## config.mk

```make
export PLATFORM = sky130hd
export DESIGN_NAME = clk_div_prog
export DESIGN_NICKNAME = d
export VERILOG_FILES = /design/src/rtl/clk_div_pkg.sv /design/src/rtl/clk_div_halfcyc.sv /design/src/rtl/clk_div_prog.sv
export SDC_FILE = /design/constraint.sdc
export NUM_CORES = 1
export LEC_CHECK = 0
export ABC_AREA = 1
export CAP_MARGIN = 10
export CORE_ASPECT_RATIO = 0.9
export CORE_MARGIN = 4
export CORE_UTILIZATION = 58
export DETAILED_ROUTE_END_ITERATION = 10
export PLACE_DENSITY = 0.79
export REMOVE_ABC_BUFFERS = 1
export SLEW_MARGIN = 10
export SYNTH_ARGS = -nofsm -noshare
export SYNTH_HDL_FRONTEND = slang
export SYNTH_SLANG_ARGS = --single-unit
```

## constraint.sdc

```tcl
create_clock -name clk -period 2.73 [get_ports clk]
set_input_delay 0.273 -clock clk [delete_from_list [all_inputs] [get_ports clk]]
set_output_delay 0.273 -clock clk [all_outputs]
set_load 0.005 [all_outputs]
```

## src/rtl/clk_div_pkg.sv

```systemverilog
// Shared constants and types for the programmable clock divider.
package clk_div_pkg;
   localparam int unsigned CLK_DIV_WIDTH   = 8;
   localparam int unsigned CLK_DIV_DEFAULT = 12;
   localparam int unsigned MIN_DIV         = 2;

   typedef enum logic {
      ST_IDLE = 1'b0,
      ST_RUN  = 1'b1
   } run_state_e;
endpackage

```

## src/rtl/clk_div_halfcyc.sv

```systemverilog
// Negedge re-registration of pos_q; used to trim odd-divisor high time by half a clock.
module clk_div_halfcyc (
   input  logic clk,
   input  logic reset,
   input  logic pos_q,
   output logic neg_q
);
   logic r_neg_q;

   always_ff @(negedge clk) begin
      if (reset) r_neg_q <= 1'b0;
      else       r_neg_q <= pos_q;
   end

   assign neg_q = r_neg_q;
endmodule

```

## src/rtl/clk_div_prog.sv

```systemverilog
// Programmable clock divider: 50% duty for even and odd N, deferred divisor
// updates at period boundaries, clean stop/start on en.
module clk_div_prog
   import clk_div_pkg::*;
#(
   parameter int unsigned WIDTH       = CLK_DIV_WIDTH,
   parameter int unsigned DEFAULT_DIV = CLK_DIV_DEFAULT
) (
   input  logic             clk,
   input  logic             reset,
   input  logic             en,
   input  logic             load,
   input  logic [WIDTH-1:0] div_in,
   output logic             out,
   output logic             tick,
   output logic             ack,
   output logic             err
);
   run_state_e       r_state, w_state_nxt;
   logic [WIDTH-1:0] r_cnt, w_cnt_nxt;
   logic [WIDTH-1:0] r_div, w_div_nxt;
   logic [WIDTH-1:0] r_pend, w_pend_nxt;
   logic             r_pend_vld, w_pend_vld_nxt;
   logic             r_pos_q, w_pos_nxt;
   logic             r_ack, w_ack_nxt;
   logic             r_err, w_err_nxt;
   logic             w_neg_q;
   logic             w_legal;
   logic             w_wrap;
   logic [WIDTH:0]   w_cnt_inc;
   logic [WIDTH:0]   w_half;

   assign w_legal   = (div_in >= WIDTH'(MIN_DIV));
   assign w_wrap    = (r_state == ST_RUN) && (r_cnt == (r_div - 1'b1));
   assign w_cnt_inc = {1'b0, r_cnt} + 1'b1;
   assign w_half    = ({1'b0, r_div} + 1'b1) >> 1;

   always_comb begin
      w_state_nxt    = r_state;
      w_cnt_nxt      = r_cnt;
      w_div_nxt      = r_div;
      w_pend_nxt     = r_pend;
      w_pend_vld_nxt = r_pend_vld;
      w_pos_nxt      = r_pos_q;
      w_ack_nxt      = 1'b0;
      w_err_nxt      = load && !w_legal;

      unique case (r_state)
         ST_IDLE: begin
            if (load && w_legal) begin
               w_div_nxt = div_in;
               w_ack_nxt = 1'b1;
            end
            if (en) begin
               w_state_nxt = ST_RUN;
               w_cnt_nxt   = '0;
               w_pos_nxt   = 1'b1;
            end
         end
         ST_RUN: begin
            if (w_wrap) begin
               w_cnt_nxt = '0;
               if (r_pend_vld) begin
                  w_div_nxt      = r_pend;
                  w_pend_vld_nxt = 1'b0;
                  w_ack_nxt      = 1'b1;
               end
               if (en) begin
                  w_pos_nxt = 1'b1;
               end else begin
                  w_state_nxt = ST_IDLE;
                  w_pos_nxt   = 1'b0;
               end
            end else begin
               w_cnt_nxt = w_cnt_inc[WIDTH-1:0];
               w_pos_nxt = (w_cnt_inc < w_half);
            end
            // Evaluated after the wrap: a load landing on the wrap edge waits for the next one.
            if (load && w_legal) begin
               w_pend_nxt     = div_in;
               w_pend_vld_nxt = 1'b1;
            end
         end
         default: w_state_nxt = ST_IDLE;
      endcase
   end

   always_ff @(posedge clk) begin
      if (reset) begin
         r_state    <= ST_IDLE;
         r_cnt      <= '0;
         r_div      <= WIDTH'(DEFAULT_DIV);
         r_pend     <= '0;
         r_pend_vld <= 1'b0;
         r_pos_q    <= 1'b0;
         r_ack      <= 1'b0;
         r_err      <= 1'b0;
      end else begin
         r_state    <= w_state_nxt;
         r_cnt      <= w_cnt_nxt;
         r_div      <= w_div_nxt;
         r_pend     <= w_pend_nxt;
         r_pend_vld <= w_pend_vld_nxt;
         r_pos_q    <= w_pos_nxt;
         r_ack      <= w_ack_nxt;
         r_err      <= w_err_nxt;
      end
   end

   clk_div_halfcyc u_halfcyc (
      .clk   (clk),
      .reset (reset),
      .pos_q (r_pos_q),
      .neg_q (w_neg_q)
   );

   // Divisor changes only at a wrap, where pos_q and neg_q are both low, so the mode switch is hazard-free.
   assign out  = r_div[0] ? (r_pos_q & w_neg_q) : r_pos_q;
   assign tick = (r_state == ST_RUN) && (r_cnt == '0);
   assign ack  = r_ack;
   assign err  = r_err;
endmodule

```

==> qor.csv <==
metric,value,unit
min_path_type,flip-flop to flip-flop,
setup_viol,0,
ys_seq_elements,30,
grt_max_degree,18,
worst_slack,0.0806,ns
ctsHtreeMaxLevel,2,
ys_seq_area_share,29.0,%
synth_edf_count,0,
cp-end-kind,primary output,
cts_buffers,5,
yosysUniqueCellTypes,32,
initial_core_util,61.0,%
hold_viol,0,
leakagePower,1.11,nW
rows,20,
wirelength,4.82,mm
fp.dieArea,4600,sq um
clk_latency,0.33,ns
final_core_util,69.3,%
cp.arrival,2.38,ns
synth_top_cell_area_share,29.0,%
cts_buffer_depth,2,
synthCells,315,
vias,2074,
rsz0062_at_grt,false,
tns,0,ns
antenna_found_initial,0,
routabilityCongestion,0.948,
core,3400,sq um
status,completed,
yosysWarnings,0,
power.total,1.12,mW
via_per_inst,5.50,
crit_type,flip-flop to primary output,
synthTopCellsByArea,"dfxtp_1 29%, nand2_1 14%, nand3_1 9.4%",
die_h,64.7,um
grt_pass1_vias,1905,
cts_sinks,30,
overflow,0,
drc_errors,0,
fin_nets,355,
clk_pin_slew,0.06,ns
peakVddDrop,406,uV
synth_flop_cell,dfxtp_1,
synth_top_cell_by_area,dfxtp_1,
n_antenna_cell,0,
drive_above_1_share,11.1,%
first_iter_violations,176,
avgSynthCellArea,6.59,sq um
root_buffer,clkbuf_8,
worstMarginPinSlew,0.576,ns
grt_util_all_layers,22.5,%
cts_tree,yes,
synth-async-reset-ratio,0,%
numPortBuffers,15,
cp-start-kind,flip-flop,
netlist_area,2070,sq um
dp_hpwl,3.74,mm
slew_viol_final,0,
clock_skew,0.0545,ns
antenna_left,0,
cp_max_fo,1,
wl_per_cell,12.8,um
firstDrtPassIters,4,
grt_first_pass_wirelength,8.31,mm
boundaryPins,16,
max_cap_violations,0,
dieWidth,71.0,um
crit_required,2.46,ns
powerDensity,474,nW/um^2
synthToLayoutAreaGrowth,13.7,%
dp_slack,0.178,ns
slew_headroom,61.4,%
cts_hold_buf,0,
-- worst max-delay path, stage by stage, from the launching register on --
cell and delay, ns:
dfxtp_1 0.28, nor2_1 0.10, nor2_1 0.05, dlygate4sd2_1 0.25
-- sequential cells by signal (all words and copies together) (netlist names) --
| name | flops |
|---|---|
| r_pend | 8 |
| err | 1 |
| r_state | 1 |
| ack | 1 |
| r_pend_vld | 1 |
| r_pos_q | 1 |
| u_halfcyc.neg_q | 1 |
| r_cnt | 8 |
| r_div | 8 |
-- cell type report --
cell class,count,area (sq um)
clock buffers,6,82.6
flip-flops and latches,30,601
fillers,303,1040
clock inverters,3,15.0
repair buffers,19,179
multi-input cells,237,1280
well taps,44,55.1
inverters,38,143
-- worst paths after layout --
path / depth (start not counted) / start / endpoint / slack (ns)
hold reg to reg: 2 / r_pend[1] / r_pend[1] / 0.45
setup / recovery: 3 / u_halfcyc.neg_q / out / 0.08
setup reg to reg: 13 / r_div[3] / r_pos_q / 0.35
hold / removal: 2 / r_pend[1] / r_pend[1] / 0.45
-- routing by layer --
layer / wire (um) / global-route usage, %
met5: 0 / 0
met4: 113 / 9.39
met3: 365 / 5.27
met2: 2060 / 33.3
met1: 2280 / 31.2
-- where the power goes --
part / switching (mW) / internal, mW
logic: 0.156 / 0.0955
clock network: 0.176 / 0.205
registers: 0.0236 / 0.462
total: 0.355 / 0.762
-- repair_timing --
action | CTS | global route
setup buffers | 0 | 0
pin swaps | 0 | 1
endpoints found under the setup margin | 1 | 1
endpoints found under the hold margin | 0 | 0
resized for setup | 1 | 0
-- synth_stat cells, drive strengths merged, types with 2 or more instances --
cell     n
o21ai   11
clkbuf   4
nand3   42
nand4    6
buf      5
inv     39
a21oi   21
nor3     2
nor4     3
xor2    10
dfxtp   30
xnor2    2
o211ai   2
ha      11
nor2    37
nand2   86
-- through the flow --
| stage | std cells | hold WS (ns) | cell area, sq um |
|---|---|---|---|
| 3_3_place_gp | 369 | 0.436 | 2270 |
| 2_1_floorplan | 306 | 0.342 | 2030 |
| 5_1_grt | 377 | 0.475 | 2360 |
| 6_report | 377 | 0.450 | 2360 |
| 3_5_place_dp | 369 | 0.442 | 2270 |
| 4_1_cts | 377 | 0.451 | 2360 |
-- placed cells by master (no fill, tap or decap) --
master,n
nor2_1,28
dlygate4sd2_1,1
nand2_2,4
dfxtp_1,30
o21ai_2,1
nand2_1,80
nor2_8,1
nand3_4,1
o31ai_1,1
nand2_4,2
xor2_1,10
clkbuf_8,6
a21oi_1,21
clkinv_2,1
inv_2,4
nor2_4,1
xnor2_1,2
nand4_2,1
nand3_1,39
nand4_1,5
ha_1,11
inv_1,35
o21ai_0,10
nor4_1,3
nand3_2,2
buf_4,4
o211ai_1,2
o21a_1,1
nor2_2,7
or2_2,1
nor3_1,2
inv_4,1
nand3b_1,1
clkdlybuf4s50_1,14
-- kinds of logic (layout without fill, tap and decap cells) --
group | after synthesis | count (layout) | synth area share [%]
flops | 30 | 30 | 29.0
compound gates | 36 | 36 | 9.35
simple gates | 178 | 178 | 40.8
xor+xnor | 12 | 12 | 5.07
buf+inv | 48 | 66 | 9.17
fa+ha+maj | 11 | 11 | 6.63
Power figures use the tool's default switching activity.
